`config.mk`:
```
export PLATFORM = sky130hd
export DESIGN_NAME = jk_bank_arbiter
export DESIGN_NICKNAME = d
export VERILOG_FILES = /design/src/rtl/jk_bank_arbiter.sv
export SDC_FILE = /design/constraint.sdc
export NUM_CORES = 1
export LEC_CHECK = 0
export BUFFER_PORTS_ARGS = -buffer_cell sky130_fd_sc_hd__buf_2
export CAP_MARGIN = 20
export CORE_MARGIN = 1
export CORE_UTILIZATION = 25
export CTS_BUF_LIST = sky130_fd_sc_hd__clkbuf_4
export CTS_CLUSTER_DIAMETER = 40
export CTS_CLUSTER_SIZE = 30
export DETAILED_ROUTE_END_ITERATION = 16
export PLACE_DENSITY = 0.52
export SYNTH_ARGS = -nofsm -noshare
export SYNTH_HDL_FRONTEND = slang
export SYNTH_SLANG_ARGS = --single-unit
```
`constraint.sdc`:
```
create_clock -name clk -period 3.1 [get_ports clk]
set_input_delay 0.155 -clock clk [delete_from_list [all_inputs] [get_ports clk]]
set_output_delay 0.155 -clock clk [all_outputs]
set_load 0.05 [all_outputs]
```
`src/rtl/jk_bank_arbiter.sv`:
```
// jk_bank_arbiter
//   Round-robin arbiter that serialises JK-style updates from NREQ requesters
//   into a shared bank of NBITS state bits. One request is granted and applied
//   per clock; every applied update is reported on registered status outputs.
//
// Ports
//   clk        rising-edge clock
//   reset      synchronous, active-high reset
//   req        per-requester request (level, held until granted)
//   idx        packed bit indices, requester i uses idx[i*IDXW +: IDXW]
//   j, k       per-requester J/K command
//   freeze     blocks all grants; bank, pointer and counter hold
//   gnt        one-hot combinational grant (transfer when req[i] & gnt[i])
//   q_bank     registered bank contents
//   upd_valid  one-cycle pulse after each transfer
//   upd_src    id of the last granted requester
//   upd_idx    index of the last transfer
//   upd_q      new value of the updated bit (0 for out-of-range)
//   err_oor    one-cycle pulse after a transfer with idx >= NBITS
//   upd_cnt    count of applied in-range transfers, wraps at 16 bits
module jk_bank_arbiter #(
  parameter int NREQ  = 4,
  parameter int NBITS = 8,
  localparam int IDXW = (NBITS > 1) ? $clog2(NBITS) : 1,
  localparam int SW   = $clog2(NREQ)
) (
  input  logic                 clk,
  input  logic                 reset,
  input  logic [NREQ-1:0]      req,
  input  logic [NREQ*IDXW-1:0] idx,
  input  logic [NREQ-1:0]      j,
  input  logic [NREQ-1:0]      k,
  input  logic                 freeze,
  output logic [NREQ-1:0]      gnt,
  output logic [NBITS-1:0]     q_bank,
  output logic                 upd_valid,
  output logic [SW-1:0]        upd_src,
  output logic [IDXW-1:0]      upd_idx,
  output logic                 upd_q,
  output logic                 err_oor,
  output logic [15:0]          upd_cnt
);

  logic [NBITS-1:0] r_bank;
  logic [SW-1:0]    r_ptr;
  logic             r_valid;
  logic [SW-1:0]    r_src;
  logic [IDXW-1:0]  r_idx;
  logic             r_q;
  logic             r_err;
  logic [15:0]      r_cnt;

  logic [NREQ-1:0]  w_gnt;
  logic [SW-1:0]    w_win;
  logic [SW-1:0]    w_cand;
  logic             w_xfer;
  logic [IDXW-1:0]  w_idx;
  logic             w_inr;
  logic             w_qn;
  logic             w_d;
  logic [NBITS-1:0] w_bank_nxt;

  // Rotating priority search starting at r_ptr; first requesting slot wins.
  always_comb begin
    w_gnt  = '0;
    w_win  = '0;
    w_cand = '0;
    w_xfer = 1'b0;
    if (!reset && !freeze) begin
      for (int unsigned o = 0; o < NREQ; o++) begin
        w_cand = SW'((32'(r_ptr) + o) % 32'(NREQ));
        if (!w_xfer && req[w_cand]) begin
          w_xfer = 1'b1;
          w_win  = w_cand;
        end
      end
    end
    if (w_xfer) begin
      w_gnt[w_win] = 1'b1;
    end
  end

  assign gnt = w_gnt;

  always_comb begin
    w_idx      = idx[32'(w_win)*IDXW +: IDXW];
    w_inr      = (32'(w_idx) < 32'(NBITS));
    w_qn       = w_inr ? r_bank[w_idx] : 1'b0;
    w_d        = (j[w_win] & ~w_qn) | (~k[w_win] & w_qn);
    w_bank_nxt = r_bank;
    if (w_xfer && w_inr) begin
      w_bank_nxt[w_idx] = w_d;
    end
  end

  always_ff @(posedge clk) begin
    if (reset) begin
      r_bank  <= '0;
      r_ptr   <= '0;
      r_valid <= 1'b0;
      r_src   <= '0;
      r_idx   <= '0;
      r_q     <= 1'b0;
      r_err   <= 1'b0;
      r_cnt   <= '0;
    end else begin
      r_bank  <= w_bank_nxt;
      r_valid <= w_xfer;
      r_err   <= w_xfer & ~w_inr;
      if (w_xfer) begin
        r_ptr <= (w_win == SW'(NREQ-1)) ? '0 : w_win + 1'b1;
        r_src <= w_win;
        r_idx <= w_idx;
        r_q   <= w_inr ? w_d : 1'b0;
        if (w_inr) begin
          r_cnt <= r_cnt + 16'd1;
        end
      end
    end
  end

  assign q_bank    = r_bank;
  assign upd_valid = r_valid;
  assign upd_src   = r_src;
  assign upd_idx   = r_idx;
  assign upd_q     = r_q;
  assign err_oor   = r_err;
  assign upd_cnt   = r_cnt;

endmodule

```
# After elaboration in Yosys (flattened, before gate mapping)
# Cells that the tools add are included.
dict set report word_totals {
  register_bits 33
  latch_bits 0
  mem_bits_rw 0
  mem_bits_ro 0
  inputBits 27
  output_inout_bits 36
  elab_cells 73
  memories 0
}
dict set report classes {
  addsub 5
  n_mul 1
  n_div 0
  magnitude_cmp 8
  eq_ne 1
  shift 1
  muxes 34
  n_bitwise 5
  n_reduce_logical 11
}
# operator count
set op_table {}
lappend op_table {{$mux 1} 17}
lappend op_table {{$add 16x1->16 const B} 1}
lappend op_table {{$lt 2x3->1 const B} 5}
lappend op_table {{$bmux 1 s2} 6}
lappend op_table {{$mux 2} 6}
lappend op_table {{$shiftx 12x5->3} 1}
lappend op_table {{$bwmux 8} 1}
lappend op_table {{$logic_and 1x1->1} 6}
lappend op_table {{$logic_not 1->1} 5}
lappend op_table {{$add 2x1->2 const B} 2}
lappend op_table {{$add 2x2->2 const B} 2}
lappend op_table {{$lt 3x4->1 const B} 1}
lappend op_table {{$mul 2x2->4 const B} 1}
lappend op_table {{$mux 4} 1}
lappend op_table {{$bmux 1 s3} 1}
lappend op_table {{$demux 1 s3} 1}
lappend op_table {{$ge 3x1->1 const B} 1}
lappend op_table {{$and 1x1->1} 2}
lappend op_table {{$demux 1 s2} 1}
lappend op_table {{$eq 2x2->1 const B} 1}
lappend op_table {{$ge 2x1->1 const B} 1}
lappend op_table {{$not 1->1} 2}
lappend op_table {{$or 1x1->1} 1}

# Logic depth before layout (Yosys ltp)
# Gate-level depths: netlist of the first run.
dict set report logic_depth {
  word_depth 24
  ltp_mapped 11
  ltp_nobuf 10
}

# Worst setup path after synthesis of the first run
# No wires, ideal clock.
dict set report synth_path {
  path_kind {input -> register}
  start {in req[0]}
  end {reg r_bank[3], in the netlist q_bank[3]}
  setup_time_ps 133
  arrival_ps 2495
  required_ps 2967
  setup_slack_ps 471
  path_stages 10
  path_buffers 1
  path_cell_list {or4_4 > o311ai_2 > a21o_4 > buf_6 > mux2i_1 > nor3b_1 > o221ai_1 > o2111ai_2 > mux2i_2 > o31ai_1}
}
dict set report synth_via {
  elab_chain_len 24
  word_cells_on_any_way 46
  classes_between {mul: 1; order compare: 2; shift: 1; mux: 30; bitwise: 5; reduce/logical: 7}
}
# item line_no
set synth_rtl {}
lappend synth_rtl {{from (decl)} 29} ;# input logic [NREQ-1:0] req,
lappend synth_rtl {{branches (longest 24 deep; another with $bmux 1 s2)} n/a}
lappend synth_rtl {{to (signal assigned)} 107} ;# r_bank <= w_bank_nxt;
lappend synth_rtl {{to (decl)} 44} ;# logic [NBITS-1:0] r_bank;
# Parallel ways; which one is timed is not known. The select of a mux whose other input is x is not followed.
# A chain may end at the register's enable or synchronous reset.

# Worst setup path in the final report of the first run
dict set report layout_path {
  start {reg r_ptr[1]}
  end {reg r_bank[3], in the netlist q_bank[3]}
}
dict set report layout_via {
  elab_chain_len 24
  word_cells_on_any_way 49
  classes_between {add/sub: 3; mul: 1; order compare: 2; shift: 1; mux: 30; bitwise: 5; reduce/logical: 7}
}
# item line_no
set layout_rtl {}
lappend layout_rtl {{from (decl)} 45} ;# logic [SW-1:0] r_ptr;
lappend layout_rtl {{from (signal assigned)} 111} ;# r_ptr <= (w_win == SW'(NREQ-1)) ? '0 : w_win + 1'b1;
lappend layout_rtl {{branches (longest 24 deep; another with $add 2x1->2)} n/a}
# Parallel ways; which one is timed is not known. The select of a mux whose other input is x is not followed.

==> results.yml, run 1 <==
worst_setup_path:
  arrival_ns: 2.99
  cp-startpoint: "r_ptr[1]"
  worstSetupEndpointType: "register"
  reg2reg_depth: 10
  required_ns: 3.31
  r2r-start: "r_ptr[1]"
  setup.worst_path.start_class: "register"
  critical_path_class: "register to register"
  endpoint: "q_bank[3]"
  cp_max_fo: 8
  path_depth: 10
  r2r_end: "q_bank[3]"
  critPathTopFamily: "compound AO/OA/AOI/OAI gates"
  reg2reg_setup_slack_ns: 0.32
  cp_num_buf_inv: 1
  path_cells: "nand3b_1, a21oi_1, o211ai_2, inv_1, a211oi_4, or2_1, mux2_4, o2111ai_2, mux2i_4, o31ai_1"
  cpMaxStageDelayCell: "mux2i_4"
  critical-path-max-stage-delay_ns: 0.42
route:
  wl_um: 5050
  drt_iter0_drc: 46
  viasPerCell: 4.71
  drt_pre_antenna_iters: 4
  vias: 1851
  drc_errors: 0
  routed_wire_length_per_instance_um: 12.8
  ant_nets: 0
grt:
  grt_util_all_layers_pct: 13.3
  grt_pass1_vias: 1642
  antenna_found_initial: 0
  grt_max_degree: 34
  grt_first_pass_wirelength_um: 8080
  overflow: 0
die:
  initial_utilization_pct: 26.0
  die_w_um: 89.1
  pin_count: 63
  die_y_um: 89.1
  core_area_um2: 7290
  die_area_um2: 7930
  rows: 31
timing:
  hold_violations: 0
  fin_crit_ns: 2.78
  setup_viol: 0
  fin_setup_tns_ns: 0
  finalClockSkew_ns: 0.0106
  rsz0062_at_grt: "no"
  worst_slack_ns: 0.318
  drv_slew: 0
  fin_crit_sh_pct: 89.8
  clock.fmax_mhz: 359
layout:
  syn2layout_area_growth_pct: 27.5
  fin_cells: 393
  final_cell_mix: "61 x buf_2, 32 x dfxtp_1, 22 x nor2_1, 22 x nand2_1, 16 x o21ai_0"
  num_antenna_cells: 0
  drive_above_1_share_pct: 31.0
  nets: 327
  fin_util_pct: 33.1
  final_common_cell: "buf_2"
logic_synthesis:
  avgSynthCellArea_um2: 8.35
  ys_top_cells_by_area: "dfxtp_1 35%, nand2_1 4.4%, nor2_1 4.4%"
  ys_warn_count: 0
  ys_seq_area_share_pct: 34.9
  synth_top_family_by_area: "simple AND/OR/NAND/NOR gates"
  synth_cells: 227
  synth_largest_area_cell: "dfxtp_1"
  synth-simple-area-share_pct: 25.0
  syn_nets: 259
  synth_xor_area_share_pct: 4.62
  synthMuxAreaShare_pct: 6.93
  synthAdderAreaFrac_pct: 3.30
  ys_types: 47
  synth-seq-cells: 33
  synth_top_area_share_pct: 34.9
  synth_compound_area_share_pct: 20.1
  synth_area_um2: 1900
placement:
  dp_slack_ns: -0.0299
  dpl.cell_count: 387
  io_buffers: 61
  gp_congestion: 0.782
  dpl.hpwl_um: 3760
run:
  maxCapViolCount: 0
power:
  p_leak_nw: 1.09
  netSwitchingFraction_pct: 33.6
  p_sw_mw: 0.300
  p_comb_share_pct: 25.1
  peakVddDrop_uv: 102
  power_mw: 0.895
  clkPwrFrac_pct: 24.4
  intPower_mw: 0.594
  seq_power_share_pct: 50.5
  powerDensity_nw_per_um2: 370
clocking:
  postCtsSetupRepairBufs: 0
  numClockSinks: 33
  ctsHoldBuffers: 0
  path_clk_slew_ns: 0.09
  cts_tree: "built"
  h-tree-depth: 2
  cts_buffers: 5
  root_buffer: "clkbuf_4"
  insertion_delay_ns: 0.33
  clockBufferDepth: 2
worst_hold_path:
  holdCritPathClass: "primary input to register"
run_status:
  status: "finished, final reports clean"
synth_stat cells, drive strengths merged:
cell type	count
xnor2	2
mux2i	9
o2111ai	1
mux2	3
and2	1
inv	12
a21oi	8
ha	5
o211ai	3
nand2b	5
nor3b	2
a21o	1
clkinv	1
nand3	2
a31oi	1
or3	9
nand2	22
or2	1
a211oi	4
o21ai	17
a221oi	1
nor4bb	1
buf	3
nand4	5
dfxtp	33
nand3b	2
or4	1
and4bb	1
xor2	8
o221ai	5
o21bai	1
and3	9
o311ai	2
nor3	3
conb	1
clkbuf	6
o31ai	9
nor2b	5
nor2	22
logic make-up after synthesis:
group                      Yosys count
and+or+nand+nor                     91
AOI/OAI and AO/OA                   53
DFF                                 33
buffers and inverters               22
muxes                               12
xor gates and xnor gates            10
adders and majority gates            5
other                                1
how the worst min path moves through the flow:
stage	start	endpoint	slack, ns	cells after the start
after detailed placement	upd_src[1]	upd_src[1]	0.43	2
final	idx[5]	upd_idx[2]	0.27	4
after global routing	idx[5]	upd_idx[2]	0.29	4
after CTS	idx[5]	upd_idx[2]	0.25	4
after floorplan	reset	q_bank[7]	0.34	2
after global placement	upd_src[1]	upd_src[1]	0.43	2
power by group through the flow:
stage | Sequential, mW | Clock (mW) | Combinational, mW
2_1_floorplan | 0.504 | 0 | 0.107
3_5_place_dp | 0.461 | 0 | 0.219
4_1_cts | 0.452 | 0.231 | 0.220
3_3_place_gp | 0.461 | 0 | 0.217
6_report | 0.451 | 0.218 | 0.225
5_1_grt | 0.455 | 0.250 | 0.247
registers in the layout, indices dropped and copies added, names as in the netlist:
| name | cells |
|---|---|
| upd_src | 2 |
| upd_cnt | 16 |
| upd_q | 1 |
| upd_idx | 3 |
| q_bank | 8 |
| r_ptr | 2 |
| upd_valid | 1 |
layout make-up:
class / instances / area [um^2]
fillers: 793 / 4880
multi-input cells: 172 / 1170
flip-flops and latches: 33 / 662
repair buffers: 70 / 373
well taps: 99 / 124
inverters: 13 / 48.8
clock buffers: 5 / 37.5
clock inverters: 1 / 5.00
what timing repair did:
action	4_1_cts	5_1_grt
gates resized for setup	0	6
hold endpoints to repair	0	0
endpoints found under the setup margin	0	8
tightest hold or removal path, delay by kind of cell:
| family | cells | cell delay [ns] |
|---|---|---|
| compound gates | 2 | 0.14 |
| mux | 1 | 0.17 |
| buf+inv | 1 | 0.08 |
metrics by stage:
stage	cell area, um^2	hold WS [ns]
final	2420	0.265
after global placement	2350	0.431
after floorplan	1900	0.339
after CTS	2390	0.254
after global routing	2420	0.285
after detailed placement	2350	0.434
routing by layer:
layer | track usage [%] | wire length (um)
met1 | 18.2 | 2520
met2 | 21.0 | 2240
met3 | 2.95 | 218
met4 | 3.46 | 62
met5 | 0 | 0
(Power assumes the default switching activity.)
==> run 2: changes to the inputs <==
CELL_PAD_IN_SITES_DETAIL_PLACEMENT = 1   (was default)
CELL_PAD_IN_SITES_GLOBAL_PLACEMENT = 2   (was default)
PLACE_DENSITY = 0.78   (was 0.52)
==> run 2 against run 1 <==
Setup slack worse by 0.018 ns. Flip-flop and latch count stayed put. Hold slack worse by 0.0059 ns. Critical endpoint is now q_bank[7]. Non-clock buffer count is 2 higher. Via count is 0.92% higher. Largest cell class unchanged. Sequential power hardly changed.
==> results.yml, run 2 (synthesis gave the netlist of run 1 again) <==
clocking:
  postCtsSetupRepairBufs: 0
  path_clk_slew_ns: 0.11
  insertion_delay_ns: 0.33
  h-tree-depth: 2
  cts_tree: "built"
  clockBufferDepth: 2
  cts_buffers: 5
  root_buffer: "clkbuf_4"
  numClockSinks: 33
worst_setup_path:
  critical_path_class: "register to register"
  reg2reg_depth: 12
  r2r_end: "q_bank[7]"
  r2r-start: "r_ptr[1]"
  arrival_ns: 3.05
  crit_path_frequent_cell: "buf_4"
  setup.worst_path.start_class: "register"
  worstSetupEndpointType: "register"
  cpMaxStageDelayCell: "dfxtp_1"
  path_cells: "and4bb_2, o21ai_1, o211ai_2, inv_1, a211oi_2, or2_0, buf_4, o221ai_1, o2111ai_2, mux2i_2, buf_4, o31ai_1"
  cp_max_fo: 8
  critical-path-max-stage-delay_ns: 0.41
  required_ns: 3.35
  reg2reg_setup_slack_ns: 0.30
worst_hold_path:
  holdPathEnd: "upd_idx[1]"
  holdCritPathClass: "primary input to register"
  whs_path_depth: 4
  worstHoldStart: "idx[1]"
layout:
  num_antenna_cells: 0
  multi_input_area_um2: 1160
  fillers: 913
  drive_above_1_share_pct: 31.9
  nets: 329
  final_cell_mix: "61 x buf_2, 32 x dfxtp_1, 22 x nor2_1, 22 x nand2_1, 16 x o21ai_0"
  final_common_cell: "buf_2"
  largest_reg_flops: 16
  fin_util_pct: 33.4
  syn2layout_area_growth_pct: 28.4
  register_area_um2: 662
  fin_cells: 397
placement:
  io_buffers: 61
  dpl.cell_count: 389
  dpl.hpwl_um: 4290
  dp_slack_ns: 0.208
  gp_congestion: 0.745
route:
  wl_met1_um: 2730
  met3_length_um: 155
  drt_iter0_drc: 114
  drt_pre_antenna_iters: 4
  routed_wire_length_per_instance_um: 14.0
  wl_um: 5580
  drc_errors: 0
  top_layer: "met4"
  ant_nets: 0
  viasPerCell: 4.71
  vias: 1868
  dr_wl_met2_um: 2650
die:
  core_area_um2: 7290
  die_w_um: 89.1
  die_area_um2: 7930
  die_y_um: 89.1
  pin_count: 63
  rows: 31
  initial_utilization_pct: 26.0
grt:
  grt_pass1_vias: 1802
  grt_max_degree: 34
  grt_util_all_layers_pct: 14.5
  grt_first_pass_wirelength_um: 8850
  overflow: 0
  antenna_found_initial: 0
timing:
  worst_slack_ns: 0.299
  fin_crit_sh_pct: 90.3
  fin_crit_ns: 2.80
  drv_slew: 0
  fin_setup_tns_ns: 0
  clock.fmax_mhz: 357
  setup_viol: 0
  rsz0062_at_grt: "no"
  hold_violations: 0
  finalClockSkew_ns: 0.00731
power:
  p_leak_nw: 1.09
  powerDensity_nw_per_um2: 378
  peakVddDrop_uv: 118
run:
  maxCapViolCount: 0
run_status:
  status: "finished, final reports clean"
==> run 2: changes by cell type in the layout (fill, tap and decap cells not counted), sizes merged <==
cell      previous run  this run
clkinvlp             0         1
buf                 70        72
clkinv               2         3
==> run 2: worst max-delay path by stage <==
stage                   from        end  slack, ns  cells past startpoint
floorplan             req[0]  q_bank[3]       0.47                     10
global placement      req[0]  q_bank[7]       0.27                     11
detailed placement    req[0]  q_bank[1]       0.21                     11
CTS                 r_ptr[0]  q_bank[1]       0.21                     10
global route        r_ptr[1]  q_bank[1]       0.05                     12
finish              r_ptr[1]  q_bank[7]       0.30                     12
==> run 2: where the power goes <==
group / internal, mW / total, mW / leakage [nW] / switching (mW)
clock network: 0.0855 / 0.239 / 0.0310 / 0.153
registers: 0.439 / 0.452 / 0.268 / 0.0126
logic: 0.0784 / 0.231 / 0.795 / 0.152
total: 0.603 / 0.921 / 1.09 / 0.318
==> run 2: area by class of cell <==
class	instances	area share [%]
repair buffers	72	15.9
well taps	99	5.09
clock inverters	3	0.719
multi-input cells	172	47.5
inverters	13	2.00
flip-flops and latches	33	27.2
clock buffers	5	1.54
==> run 2: critical path: cells and delay by family (launching register included) <==
family                 cells  cell delay [ns]
buffers and inverters      3             0.49
multiplexers               1             0.20
AND/OR/NAND/NOR            2             0.54
flip-flops                 1             0.41
AO/OA/AOI/OAI              6             1.08
==> run 2: stage by stage <==
stage / power [mW] / area (um^2) / hold WS [ns]
floorplan: 0.611 / 1900 / 0.339
global placement: 0.685 / 2360 / 0.431
detailed placement: 0.690 / 2360 / 0.445
CTS: 0.934 / 2420 / 0.250
global route: 0.974 / 2430 / 0.283
finish: 0.921 / 2430 / 0.259
==> run 2: what timing repair did <==
| action | 4_1_cts | 5_1_grt |
|---|---|---|
| resized for setup | 0 | 4 |
| hold buffers | 0 | 0 |
| endpoints found under the hold margin | 0 | 0 |
| endpoints found under the setup margin | 0 | 8 |
==> run 2: layer usage <==
metal / vias up / global-route usage, %
met5: - / 0
met3: 4 / 1.94
li1: 950 / -
met2: 33 / 24.3
met4: 0 / 3.46
met1: 881 / 19.7
